`src/rtl/spr_lrctr_file_pkg.sv`:
```
// Shared select codes and helpers for the LR/CTR architected register file.
// The width defaults match the LR/CTR width of the core.
package spr_lrctr_file_pkg;

  localparam int SPR_DATA_WIDTH = 32;
  localparam int SPR_SEL_WIDTH  = 2;

  typedef enum logic [SPR_SEL_WIDTH-1:0] {
    SPR_SEL_NONE = 2'b00,
    SPR_SEL_LR   = 2'b01,
    SPR_SEL_CTR  = 2'b10,
    SPR_SEL_RSVD = 2'b11
  } spr_sel_e;

  // The two unused codes are neither LR nor CTR, so they never write or conflict.
  function automatic logic mt_hits(input logic we, input logic [SPR_SEL_WIDTH-1:0] sel,
                                   input spr_sel_e tgt);
    return we & (sel == tgt);
  endfunction

endpackage

```
`src/rtl/spr_lrctr_file_pend_slot.sv`:
```
// One-entry pending (M-stage) slot for a single SPR: a valid bit plus data.
// Flush wins over capture; when capture is off (stall) the slot holds.
module spr_lrctr_file_pend_slot #(
  parameter int DATA_WIDTH = 32
) (
  input  logic                  clk,
  input  logic                  rst_n,
  input  logic                  i_cap,
  input  logic                  i_flush,
  input  logic                  i_we,
  input  logic [DATA_WIDTH-1:0] i_wd,
  output logic                  o_v,
  output logic [DATA_WIDTH-1:0] o_d
);

  logic                  r_v;
  logic [DATA_WIDTH-1:0] r_d;

  always_ff @(posedge clk or negedge rst_n) begin
    if (!rst_n) begin
      r_v <= 1'b0;
      r_d <= '0;
    end else if (i_flush) begin
      r_v <= 1'b0;
    end else if (i_cap) begin
      r_v <= i_we;
      if (i_we) r_d <= i_wd;
    end
  end

  assign o_v = r_v;
  assign o_d = r_d;

endmodule

```
`src/rtl/spr_lrctr_file.sv`:
```
// Architected LR/CTR register file: branch and mtspr writes pass through a one-entry
// pending stage before committing; reads forward the pending value when it exists.
module spr_lrctr_file
  import spr_lrctr_file_pkg::*;
#(
  parameter int                    DATA_WIDTH = SPR_DATA_WIDTH,
  parameter logic [DATA_WIDTH-1:0] LR_RST     = '0,
  parameter logic [DATA_WIDTH-1:0] CTR_RST    = '0
) (
  input  logic                     clk,
  input  logic                     rst_n,
  input  logic                     i_stall,
  input  logic                     i_flush,
  input  logic                     i_lr_we,
  input  logic [DATA_WIDTH-1:0]    i_lr_wd,
  input  logic                     i_ctr_we,
  input  logic [DATA_WIDTH-1:0]    i_ctr_wd,
  input  logic                     i_mt_we,
  input  logic [SPR_SEL_WIDTH-1:0] i_mt_sel,
  input  logic [DATA_WIDTH-1:0]    i_mt_wd,
  output logic [DATA_WIDTH-1:0]    o_lr_rd,
  output logic [DATA_WIDTH-1:0]    o_ctr_rd,
  output logic                     o_pend_v,
  output logic                     o_mt_cflt
);

  logic                  w_cap;
  logic                  w_mt_lr;
  logic                  w_mt_ctr;
  logic                  w_lr_we;
  logic                  w_ctr_we;
  logic [DATA_WIDTH-1:0] w_lr_wd;
  logic [DATA_WIDTH-1:0] w_ctr_wd;
  logic                  w_plr_v;
  logic                  w_pctr_v;
  logic [DATA_WIDTH-1:0] w_plr_d;
  logic [DATA_WIDTH-1:0] w_pctr_d;

  logic [DATA_WIDTH-1:0] r_lr_q;
  logic [DATA_WIDTH-1:0] r_ctr_q;
  logic                  r_mt_cflt;

  assign w_cap    = ~i_stall & ~i_flush;
  assign w_mt_lr  = mt_hits(i_mt_we, i_mt_sel, SPR_SEL_LR);
  assign w_mt_ctr = mt_hits(i_mt_we, i_mt_sel, SPR_SEL_CTR);

  // On a same-SPR collision the branch data is the one kept.
  assign w_lr_we  = i_lr_we  | w_mt_lr;
  assign w_ctr_we = i_ctr_we | w_mt_ctr;
  assign w_lr_wd  = i_lr_we  ? i_lr_wd  : i_mt_wd;
  assign w_ctr_wd = i_ctr_we ? i_ctr_wd : i_mt_wd;

  spr_lrctr_file_pend_slot #(.DATA_WIDTH(DATA_WIDTH)) u_pend_lr (
    .clk     (clk),
    .rst_n   (rst_n),
    .i_cap   (w_cap),
    .i_flush (i_flush),
    .i_we    (w_lr_we),
    .i_wd    (w_lr_wd),
    .o_v     (w_plr_v),
    .o_d     (w_plr_d)
  );

  spr_lrctr_file_pend_slot #(.DATA_WIDTH(DATA_WIDTH)) u_pend_ctr (
    .clk     (clk),
    .rst_n   (rst_n),
    .i_cap   (w_cap),
    .i_flush (i_flush),
    .i_we    (w_ctr_we),
    .i_wd    (w_ctr_wd),
    .o_v     (w_pctr_v),
    .o_d     (w_pctr_d)
  );

  // Commit shares the capture edge so back-to-back writes sustain one per cycle.
  always_ff @(posedge clk or negedge rst_n) begin
    if (!rst_n) begin
      r_lr_q    <= LR_RST;
      r_ctr_q   <= CTR_RST;
      r_mt_cflt <= 1'b0;
    end else begin
      if (w_cap && w_plr_v)  r_lr_q  <= w_plr_d;
      if (w_cap && w_pctr_v) r_ctr_q <= w_pctr_d;
      r_mt_cflt <= w_cap & ((i_lr_we & w_mt_lr) | (i_ctr_we & w_mt_ctr));
    end
  end

  assign o_lr_rd   = w_plr_v  ? w_plr_d  : r_lr_q;
  assign o_ctr_rd  = w_pctr_v ? w_pctr_d : r_ctr_q;
  assign o_pend_v  = w_plr_v | w_pctr_v;
  assign o_mt_cflt = r_mt_cflt;

endmodule

```
`config.mk`:
```
export PLATFORM = sky130hd
export DESIGN_NAME = spr_lrctr_file
export DESIGN_NICKNAME = d
export VERILOG_FILES = /design/src/rtl/spr_lrctr_file_pkg.sv /design/src/rtl/spr_lrctr_file_pend_slot.sv /design/src/rtl/spr_lrctr_file.sv
export SDC_FILE = /design/constraint.sdc
export NUM_CORES = 1
export LEC_CHECK = 0
export CORE_ASPECT_RATIO = 1.2
export CORE_MARGIN = 2
export CORE_UTILIZATION = 53
export CTS_BUF_LIST = sky130_fd_sc_hd__clkbuf_16
export DETAILED_ROUTE_END_ITERATION = 10
export PLACE_DENSITY = 0.88
export SLEW_MARGIN = 5
export SYNTH_ARGS = -nofsm -noshare
export SYNTH_HDL_FRONTEND = slang
export SYNTH_SLANG_ARGS = --single-unit
```
`constraint.sdc`:
```
create_clock -name clk -period 2.25 [get_ports clk]
set_input_delay 0.3375 -clock clk [delete_from_list [all_inputs] [get_ports clk]]
set_output_delay 0.3375 -clock clk [all_outputs]
set_load 0.01 [all_outputs]
```
After elaboration in Yosys (flattened, before gate mapping)
Cells that the tools add are included.

storage, ports and cells
  register bits = 131
  input bits = 105
  output and inout bits = 66
  logic and storage cells = 34

operators by class
  equal/unequal tests = 2
  multiplexer cells = 8
  bitwise gates (word level) = 12
  reductions and logical operators = 5

operators with widths
  cell                                                              count
  32-bit 2-to-1 mux                                                 4
  1-bit AND                                                         6
  3-bit AND reduction                                               2
  1-bit 2-to-1 mux                                                  4
  1-bit bitwise OR                                                  4
  2-bit by 1-bit == test with 1-bit output (second input constant)  1
  2-bit == test (second input constant)                             1
  1-bit logical AND                                                 2
  1-bit NOT                                                         2
  2-bit nonzero test                                                1

Depth between registers and ports, before layout
Gate-level depths: netlist of the first run.

  depth in word-level cells = 5
  mapped depth = 6
  gate-level depth less buffers = 3

By module
From an unflattened synthesis of the first run, not the netlist that was laid out.

second synthesis, totals
  cell total of the unflattened synthesis = 433
  area, all modules = 6770.2 um2

by module, submodules not included
  module                    times used  cells an instance  area each (um2)  seq. area each (um2)
  spr_lrctr_file            1           291                4037.6           1626.6
  spr_lrctr_file_pend_slot  2           71                 1366.3           825.8

Worst setup path after synthesis of the first run
OpenSTA, ideal clock, no wires.

  path kind = reg2out
  from = reg u_pend_lr.r_v, in the netlist u_pend_lr.o_v
  to = out o_lr_rd[10]
  arrival = 1.283 ns
  data required time = 1.913 ns
  slack = 0.630 ns
  stages on the path, launching flop included = 4
  buffers on the path = 2
  path through = dfrtp_1 > clkbuf_1 > buf_1 > mux2_2

between the ends
  cells in the longest elaborated chain, start to end = 1

RTL lines
  what                    line                            text
  from (decl)             spr_lrctr_file_pend_slot.sv:16  logic r_v;
  from (signal assigned)  spr_lrctr_file_pend_slot.sv:26  r_v <= i_we;
  32-bit 2-to-1 mux       spr_lrctr_file.sv:88            assign o_lr_rd = w_plr_v ? w_plr_d : r_lr_q;
  to (decl)               spr_lrctr_file.sv:21            output logic [DATA_WIDTH-1:0] o_lr_rd,

No other way between the ends.

Worst setup path in the final report of the first run
  from = reg u_pend_ctr.r_v, in the netlist u_pend_ctr.o_v
  to = out o_ctr_rd[15]

between the ends
  cells in the longest elaborated chain, start to end = 1

RTL lines
  what                    line                            text
  from (decl)             spr_lrctr_file_pend_slot.sv:16
  from (signal assigned)  spr_lrctr_file_pend_slot.sv:26
  32-bit 2-to-1 mux       spr_lrctr_file.sv:89            assign o_ctr_rd = w_pctr_v ? w_pctr_d : r_ctr_q;
  to (decl)               spr_lrctr_file.sv:22            output logic [DATA_WIDTH-1:0] o_ctr_rd,

No other way between the ends.

==> results.sh, run 1 <==
export IMPL_r2r_start="u_pend_ctr.o_v"
export IMPL_critPathRequiredTime_ns=1.91
export IMPL_max_stage_delay_ns=0.48
export IMPL_vias=5538
export IMPL_synth_ff_type="dfrtp_1"
export IMPL_fin_nets=831
export IMPL_synth_area_um2=6630
export IMPL_vdd_ir_drop_max_uv=582
export IMPL_p_int_mw=6.15
export IMPL_drc=0
export IMPL_synth_seq_cells=131
export IMPL_worstPathCellList="buf_12, mux2_2, clkdlybuf4s50_1"
export IMPL_syn_area_per_cell_um2=11.7
export IMPL_pwr_share_comb=0.303
export IMPL_cp_slowest_cell="clkdlybuf4s50_1"
export IMPL_crit_type="flip-flop to output port"
export IMPL_outcome="complete, no violations"
export IMPL_initial_utilization=0.545
export IMPL_clock_latency_ns=0.41
export IMPL_dr_pass1_iters=4
export IMPL_grt_max_degree=132
export IMPL_cts_inserted_buffers=17
export IMPL_powerDensity_nw_per_um2=926
export IMPL_core_area_um2=12200
export IMPL_grt_first_pass_wirelength_mm=29.8
export IMPL_layout_drive_gt1_share=0.252
export IMPL_wl_met3_mm=1.19
export IMPL_worst_pin_slew_ns=0.716
export IMPL_cts_buffer_depth=2
export IMPL_gp_congestion=0.851
export IMPL_rows=44
export IMPL_place_hpwl_mm=13.2
export IMPL_drtAntennaViolNets=0
export IMPL_reg2regPathDepth=5
export IMPL_r2r_slack_ns=0.61
export IMPL_min_period_ns=2.21
export IMPL_drt_iter0_markers=396
export IMPL_switching_share=0.280
export IMPL_cts_setup_buffers=0
export IMPL_holdBufCountCts=0
export IMPL_dieArea_um2=13400
export IMPL_maxSlewViolCount=0
export IMPL_p_total_mw=8.54
export IMPL_crit_fanout=12
export IMPL_fin_tns_setup_ns=0
export IMPL_synth_top_area_frac=0.494
export IMPL_yosys_top_cells_count="dfrtp_1, mux2_2, nor3_1"
export IMPL_p_sw_mw=2.39
export IMPL_synthDistinctLibCells=36
export IMPL_wl_mm=19.4
export IMPL_synthArstFlopShare=1.00
export IMPL_synth_cells=565
export IMPL_min_path_type="primary input to asynchronous set/reset pin"
export IMPL_critPathLaunchType="flip-flop"
export IMPL_fmax_mhz=453
export IMPL_utilization=0.758
export IMPL_met1_length_mm=7.50
export IMPL_hold_viol_final=0
export IMPL_yosysMostFrequentCell="dfrtp_1"
export IMPL_wl_met2_mm=9.87
export IMPL_ctsRootBufferMaster="clkbuf_16"
export IMPL_rsz0062_at_grt="no"
export IMPL_die_w_um=106
export IMPL_finClkSkew_ns=0.00637
export IMPL_via_per_inst=6.14
export IMPL_routed_top_layer="met4"
export IMPL_max_cap_violations=0
export IMPL_io_buffers=170
export IMPL_overflow=0
export IMPL_die_h_um=127
export IMPL_yosys_area_top_type="dfrtp_1"
export IMPL_cts_tree="built"
export IMPL_critPathCaptureType="output port"
export IMPL_wl_per_cell_um=21.5
export IMPL_synth_edff_count=0
export IMPL_timing_hold_ws_ns=0.0177
export IMPL_p_leak_nw=3.95
export IMPL_area_delta_synth_final_pct=39.0
export IMPL_antenna_found_initial=3
export IMPL_clockPowerShare=0.302
export IMPL_synthesis_nets=670
export IMPL_yosys_warnings=0
export IMPL_ys_seq_area_frac=0.494
export IMPL_setup_viol=0
export IMPL_grt_pass1_vias=5599
export IMPL_seq_power_share=0.396
export IMPL_synth_area_leaders="dfrtp_1, mux2_2, nor3_1, a2bb2oi_1, o31ai_1"
export IMPL_arrival_ns=1.87
export IMPL_worst_r2r_endpoint="r_ctr_q[9]"
export IMPL_pin_count=171
export IMPL_grt_usage=0.288
export IMPL_maxSlewHeadroom=0.522
export IMPL_clkTransAtPathRegs_ns=0.06
export IMPL_cts_max_level=4
export IMPL_fin_crit_sh=0.981
export IMPL_cts_sinks=131
## cell families after synthesis
kind of cell | Yosys count | synth area share
AND/OR/NAND/NOR | 145 | 0.123
AO/OA/AOI/OAI | 99 | 0.117
buffers and inverters | 62 | 0.0487
multiplexers | 128 | 0.217
flip-flops | 131 | 0.494
## routing by layer
metal / global-route usage / up-vias
met5: 0 / -
met4: 0.152 / 0
met3: 0.0570 / 55
met2: 0.472 / 253
met1: 0.360 / 2769
li1: - / 2461
## per-stage QoR
step	cell area, um^2	setup slack, ns	instances
6_report	9220	0.0425	902
5_1_grt	9220	0.00101	902
4_1_cts	9110	0.0158	898
3_5_place_dp	8550	0.236	867
3_3_place_gp	8550	0.269	867
2_1_floorplan	6630	0.630	565
## cells in the final DEF (no fill, tap or decap), drive strengths merged, types with 4 or more instances in the layout
cell           instances
a211o                  6
a2bb2oi               26
a32o                   6
buf                   28
clkbuf                18
clkdlybuf4s50        137
clkinv                 7
dfrtp                131
dlymetal6s2s          29
inv                   10
mux2                 128
nand2b                26
nor2                   4
nor3                  96
nor4                   5
o22ai                 31
o31ai                 26
## worst max-delay path: cells and delay by family (launching register included)
kind                   cells  cell delay [ns]
muxes                      1             0.35
buffers and inverters      2             0.65
DFF                        1             0.46
## state kept, by name, indices dropped and copies added (netlist names)
register / count
u_pend_ctr.o_d: 32
u_pend_lr.o_v: 1
u_pend_ctr.o_v: 1
r_lr_q: 32
u_pend_lr.o_d: 32
r_ctr_q: 32
o_mt_cflt: 1
## what timing repair did
action | in CTS | in global routing
endpoints found under the setup margin | 2 | 36
resized for setup | 3 | 31
gates cloned | 0 | 1
## layout make-up
class / count / area [um^2]
antenna: 3 / 7.51
inverter: 7 / 26.3
fill: 760 / 2950
clock inverter: 14 / 125
sequential: 131 / 3280
timing repair buffer: 197 / 2120
tap: 161 / 201
multi-input combinational: 372 / 3030
clock buffer: 17 / 425
## power groups by stage
stage	registers (mW)	clock network, mW	logic [mW]
floorplan	3.24	0	1.41
global placement	3.32	0	2.55
detailed placement	3.38	0	2.62
CTS	3.36	2.60	2.64
global route	3.45	2.73	2.74
finish	3.38	2.58	2.58
## worst max path at each step
stage	startpoint	to	slack, ns	depth (start not counted)
after floorplan	u_pend_lr.o_v	o_lr_rd[10]	0.63	3
after CTS	u_pend_ctr.o_v	o_ctr_rd[15]	0.02	3
after global routing	u_pend_ctr.o_v	o_ctr_rd[9]	0.001	3
after detailed placement	i_stall	u_pend_ctr.o_d[4]	0.24	6
after global placement	i_stall	r_ctr_q[15]	0.27	5
final	u_pend_ctr.o_v	o_ctr_rd[15]	0.04	3
No activity file was read; power rests on OpenSTA's default activity.
==> run 2: changes to the inputs <==
- CORE_MARGIN: 2 -> not set
==> run 2 against run 1 <==
Clock skew shrank 0.0017 ns. Critical path depth stayed put. Combinational power barely moved. Global-route usage up 2.0 points. First-iteration DRC count increased by 14%. Cell count is 0.44% lower. Critical endpoint is now o_ctr_rd[30]. Largest power group unchanged. Highest routed layer unchanged.
==> results.sh, run 2 (synthesis results as in run 1) <==
export IMPL_outcome="complete, no violations"
export IMPL_crit_fanout=10
export IMPL_cp_slowest_cell="clkdlybuf4s50_1"
export IMPL_die_w_um=104
export IMPL_pin_count=171
export IMPL_clkTransAtPathRegs_ns=0.05
export IMPL_maxSlewHeadroom=0.427
export IMPL_core_area_um2=12200
export IMPL_fmax_mhz=448
export IMPL_cp_num_buf_inv=2
export IMPL_drt_iter0_markers=453
export IMPL_vdd_ir_drop_max_uv=692
export IMPL_worst_r2r_endpoint="r_ctr_q[27]"
export IMPL_fin_crit_sh=0.991
export IMPL_drtAntennaViolNets=0
export IMPL_maxSlewViolCount=0
export IMPL_p_leak_nw=3.74
export IMPL_holdBufCountCts=0
export IMPL_setup_ws_ns=0.0195
export IMPL_cts_buffer_depth=2
export IMPL_setup_viol=0
export IMPL_grt_max_degree=132
export IMPL_worstPathCellList="buf_6, mux2_2, clkdlybuf4s50_1"
export IMPL_cp_startpoint="u_pend_ctr.o_v"
export IMPL_ctsRootBufferMaster="clkbuf_16"
export IMPL_die_h_um=125
export IMPL_wl_per_cell_um=21.9
export IMPL_place_hpwl_mm=13.0
export IMPL_min_path_type="primary input to asynchronous set/reset pin"
export IMPL_instances_no_fill=898
export IMPL_grt_usage=0.308
export IMPL_place_ws_ns=0.114
export IMPL_dr_pass1_iters=5
export IMPL_critPathRequiredTime_ns=1.91
export IMPL_cts_tree="built"
export IMPL_initial_utilization=0.545
export IMPL_finClkSkew_ns=0.00465
export IMPL_layout_commonest_cell="clkdlybuf4s50_1"
export IMPL_min_period_ns=2.23
export IMPL_critPathLaunchType="flip-flop"
export IMPL_overflow=0
export IMPL_fillers=766
export IMPL_cts_sinks=131
export IMPL_fin_tns_setup_ns=0
export IMPL_utilization=0.748
export IMPL_met1_length_mm=7.80
export IMPL_place_area_um2=8490
export IMPL_vias=5591
export IMPL_critPathCaptureType="output port"
export IMPL_clock_latency_ns=0.42
export IMPL_powerDensity_nw_per_um2=943
export IMPL_antenna_found_initial=3
export IMPL_worst_pin_slew_ns=0.858
export IMPL_path_delay_family="buffers and inverters"
export IMPL_fin_nets=826
export IMPL_hold_viol_final=0
export IMPL_max_cap_violations=0
export IMPL_timing_hold_ws_ns=0.0128
export IMPL_dieArea_um2=13000
export IMPL_final_cell_mix="clkdlybuf4s50_1, dfrtp_1, mux2_2"
export IMPL_grt_pass1_vias=5724
export IMPL_io_buffers=170
export IMPL_via_per_inst=6.23
export IMPL_wl_met3_mm=1.09
export IMPL_rows=44
export IMPL_grt_first_pass_wirelength_mm=30.8
export IMPL_crit_type="flip-flop to output port"
export IMPL_max_stage_delay_ns=0.48
export IMPL_post_route_cell_area_um2=9100
export IMPL_rsz0062_at_grt="yes"
export IMPL_drc=0
export IMPL_arrival_ns=1.89
export IMPL_r2r_start="u_pend_ctr.o_v"
export IMPL_area_delta_synth_final_pct=37.3
export IMPL_r2r_slack_ns=0.64
export IMPL_dp_cells=862
export IMPL_wl_mm=19.7
export IMPL_cts_inserted_buffers=17
export IMPL_cts_max_level=4
export IMPL_routed_top_layer="met4"
export IMPL_reg2regPathDepth=5
export IMPL_layout_drive_gt1_share=0.248
export IMPL_p_total_mw=8.58
export IMPL_wl_met2_mm=9.86
export IMPL_gp_congestion=0.877
==> run 2: timing repair <==
| item | CTS | global route |
|---|---|---|
| pin swaps | 0 | 0 |
| buffers inserted | 0 | 0 |
| endpoints found under the setup margin | 5 | 34 |
| cloned | 0 | 1 |
| gates resized for setup | 3 | 10 |
==> run 2: worst max path at each step <==
stage,endpoint,cells after the start
after floorplan,o_lr_rd[10],3
after global placement,u_pend_lr.o_d[7],5
after detailed placement,u_pend_lr.o_d[26],6
after CTS,o_ctr_rd[16],3
after global routing,o_lr_rd[14],3
final,o_ctr_rd[30],3
==> run 2: cell type report <==
type                            instances  area (um^2)  area share
Timing Repair Buffer                  192         2000       0.220
Tap cell                              161          201      0.0221
Clock inverter                         15          126      0.0139
Clock buffer                           17          425      0.0467
Sequential cell                       131         3280       0.360
Antenna cell                            3         7.51    0.000825
Inverter                                7         26.3     0.00289
Multi-Input combinational cell        372         3030       0.333
==> run 2: per-layer routing <==
layer	vias up	track usage
met5	-	0
met2	264	0.505
met3	65	0.0591
met1	2809	0.384
li1	2453	-
met4	0	0.167
==> run 2: report_power, final <==
part	internal, mW	switching [mW]
Clock	1.59	1.00
Sequential	2.96	0.419
Combinational	1.62	0.988
Total	6.17	2.41
==> run 3: changes to the inputs <==
- SKIP_CTS_REPAIR_TIMING: not set -> 1
==> run 3 against run 2 <==
Fmax about the same. Non-clock buffer count unchanged. Wire length decreased by 0.64%. First-iteration DRC count decreased by 11%. Core utilization increased by 0.072 points. Design area about the same. Hold slack improved by 0.015 ns. Power about the same. Critical endpoint is now o_lr_rd[19]. Clock power about the same. Register-to-register slack about the same.
==> results.sh, run 3 (synthesis results as in run 1) <==
export IMPL_outcome="complete, no violations"
export IMPL_critPathCaptureType="output port"
export IMPL_arrival_ns=1.89
export IMPL_maxSlewHeadroom=0.423
export IMPL_max_cap_violations=0
export IMPL_worst_pin_slew_ns=0.864
export IMPL_hold_viol_final=0
export IMPL_crit_fanout=9
export IMPL_ctsRootBufferMaster="clkbuf_16"
export IMPL_cts_sinks=131
export IMPL_cp_slowest_cell="clkdlybuf4s50_1"
export IMPL_io_buffers=170
export IMPL_seqCellArea_um2=3280
export IMPL_cts_buffer_depth=2
export IMPL_drt_iter0_markers=403
export IMPL_cts_inserted_buffers=17
export IMPL_multiInputGateArea_um2=3030
export IMPL_fmax_mhz=449
export IMPL_fillers=761
export IMPL_final_cell_mix="clkdlybuf4s50_1, dfrtp_1, mux2_2"
export IMPL_rsz0062_at_grt="yes"
export IMPL_p_leak_nw=3.75
export IMPL_critPathRequiredTime_ns=1.91
export IMPL_cp_num_buf_inv=2
export IMPL_cts_max_level=4
export IMPL_die_w_um=104
export IMPL_min_period_ns=2.23
export IMPL_place_hpwl_mm=13.0
export IMPL_vias=5605
export IMPL_wl_met2_mm=9.72
export IMPL_setup_viol=0
export IMPL_pin_count=171
export IMPL_area_delta_synth_final_pct=37.4
export IMPL_min_path_type="primary input to asynchronous set/reset pin"
export IMPL_initial_utilization=0.545
export IMPL_overflow=0
export IMPL_finClkSkew_ns=0.00436
export IMPL_layout_commonest_cell="clkdlybuf4s50_1"
export IMPL_path_delay_family="buffers and inverters"
export IMPL_wl_met3_mm=1.35
export IMPL_vdd_ir_drop_max_uv=690
export IMPL_dieArea_um2=13000
export IMPL_clock_latency_ns=0.42
export IMPL_routed_top_layer="met4"
export IMPL_cts_tree="built"
export IMPL_layout_drive_gt1_share=0.248
export IMPL_fin_tns_setup_ns=0
export IMPL_crit_type="flip-flop to output port"
export IMPL_critPathLaunchType="flip-flop"
export IMPL_gp_congestion=0.877
export IMPL_max_stage_delay_ns=0.49
export IMPL_grt_max_degree=132
export IMPL_grt_first_pass_wirelength_mm=30.9
export IMPL_wl_mm=19.5
export IMPL_p_total_mw=8.58
export IMPL_fin_nets=826
export IMPL_core_area_um2=12200
export IMPL_met1_length_mm=7.53
export IMPL_wl_per_cell_um=21.8
export IMPL_fin_crit_sh=0.991
export IMPL_drtAntennaViolNets=0
export IMPL_grt_usage=0.308
export IMPL_antenna_found_initial=3
export IMPL_via_per_inst=6.24
export IMPL_die_h_um=125
export IMPL_dr_pass1_iters=5
export IMPL_maxSlewViolCount=0
export IMPL_drc=0
export IMPL_rows=44
export IMPL_worstPathCellList="buf_4, mux2_2, clkdlybuf4s50_1"
export IMPL_grt_pass1_vias=5712
export IMPL_clkTransAtPathRegs_ns=0.06
export IMPL_powerDensity_nw_per_um2=942
[run 3: cell count changes in the layout (fill, tap and decap cells not counted), sizes merged]
| cell | delta |
|---|---|
| clkdlybuf4s50 | +1 |
| dlymetal6s2s | +1 |
| dlygate4sd2 | -2 |
[run 3: layer usage]
layer / track usage / vias to the layer above
li1: - / 2445
met1: 0.384 / 2774
met2: 0.505 / 320
met3: 0.0591 / 66
met4: 0.169 / 0
met5: 0 / -
[run 3: final timing paths]
check / startpoint / endpoint / slack [ns] / depth (start not counted)
min in group clk: i_ctr_we / u_pend_ctr.o_v / 0.36 / 3
worst min register to register: r_ctr_q[6] / r_ctr_q[6] / 0.49 / 1
max in group asynchronous: rst_n / u_pend_ctr.o_v / 1.71 / 2
worst max register to register: u_pend_ctr.o_v / r_ctr_q[29] / 0.65 / 5
worst max-delay path: u_pend_lr.o_v / o_lr_rd[19] / 0.02 / 3
worst min-delay path: rst_n / u_pend_ctr.o_d[19] / 0.03 / 2
[run 3: report_power, final]
group | switching, mW | internal (mW) | leakage [nW] | total [mW]
Combinational | 0.985 | 1.63 | 1.91 | 2.61
Sequential | 0.412 | 2.96 | 1.56 | 3.37
Clock | 0.999 | 1.59 | 0.279 | 2.59
[run 3: final cells by class]
| class | instances | share of cell area |
|---|---|---|
| antenna | 3 | 0.000824 |
| clock buffer | 17 | 0.0467 |
| clock inverter | 15 | 0.0139 |
| inverter | 7 | 0.00288 |
| multi-input combinational | 372 | 0.333 |
| sequential | 131 | 0.360 |
| tap | 161 | 0.0221 |
| timing repair buffer | 192 | 0.221 |
[run 3: metrics by stage]
step | utilization | hold WS [ns] | cells | setup WS [ns] | cell area [um^2]
2_1_floorplan | - | 0.0419 | 565 | 0.630 | 6630
3_3_place_gp | 0.698 | 0.464 | 862 | 0.215 | 8490
3_5_place_dp | 0.698 | 0.480 | 862 | 0.114 | 8490
4_1_cts | 0.743 | 0.0718 | 894 | -0.0157 | 9040
5_1_grt | 0.749 | 0.0914 | 898 | -0.0240 | 9110
6_report | 0.749 | 0.0280 | 898 | 0.0209 | 9110
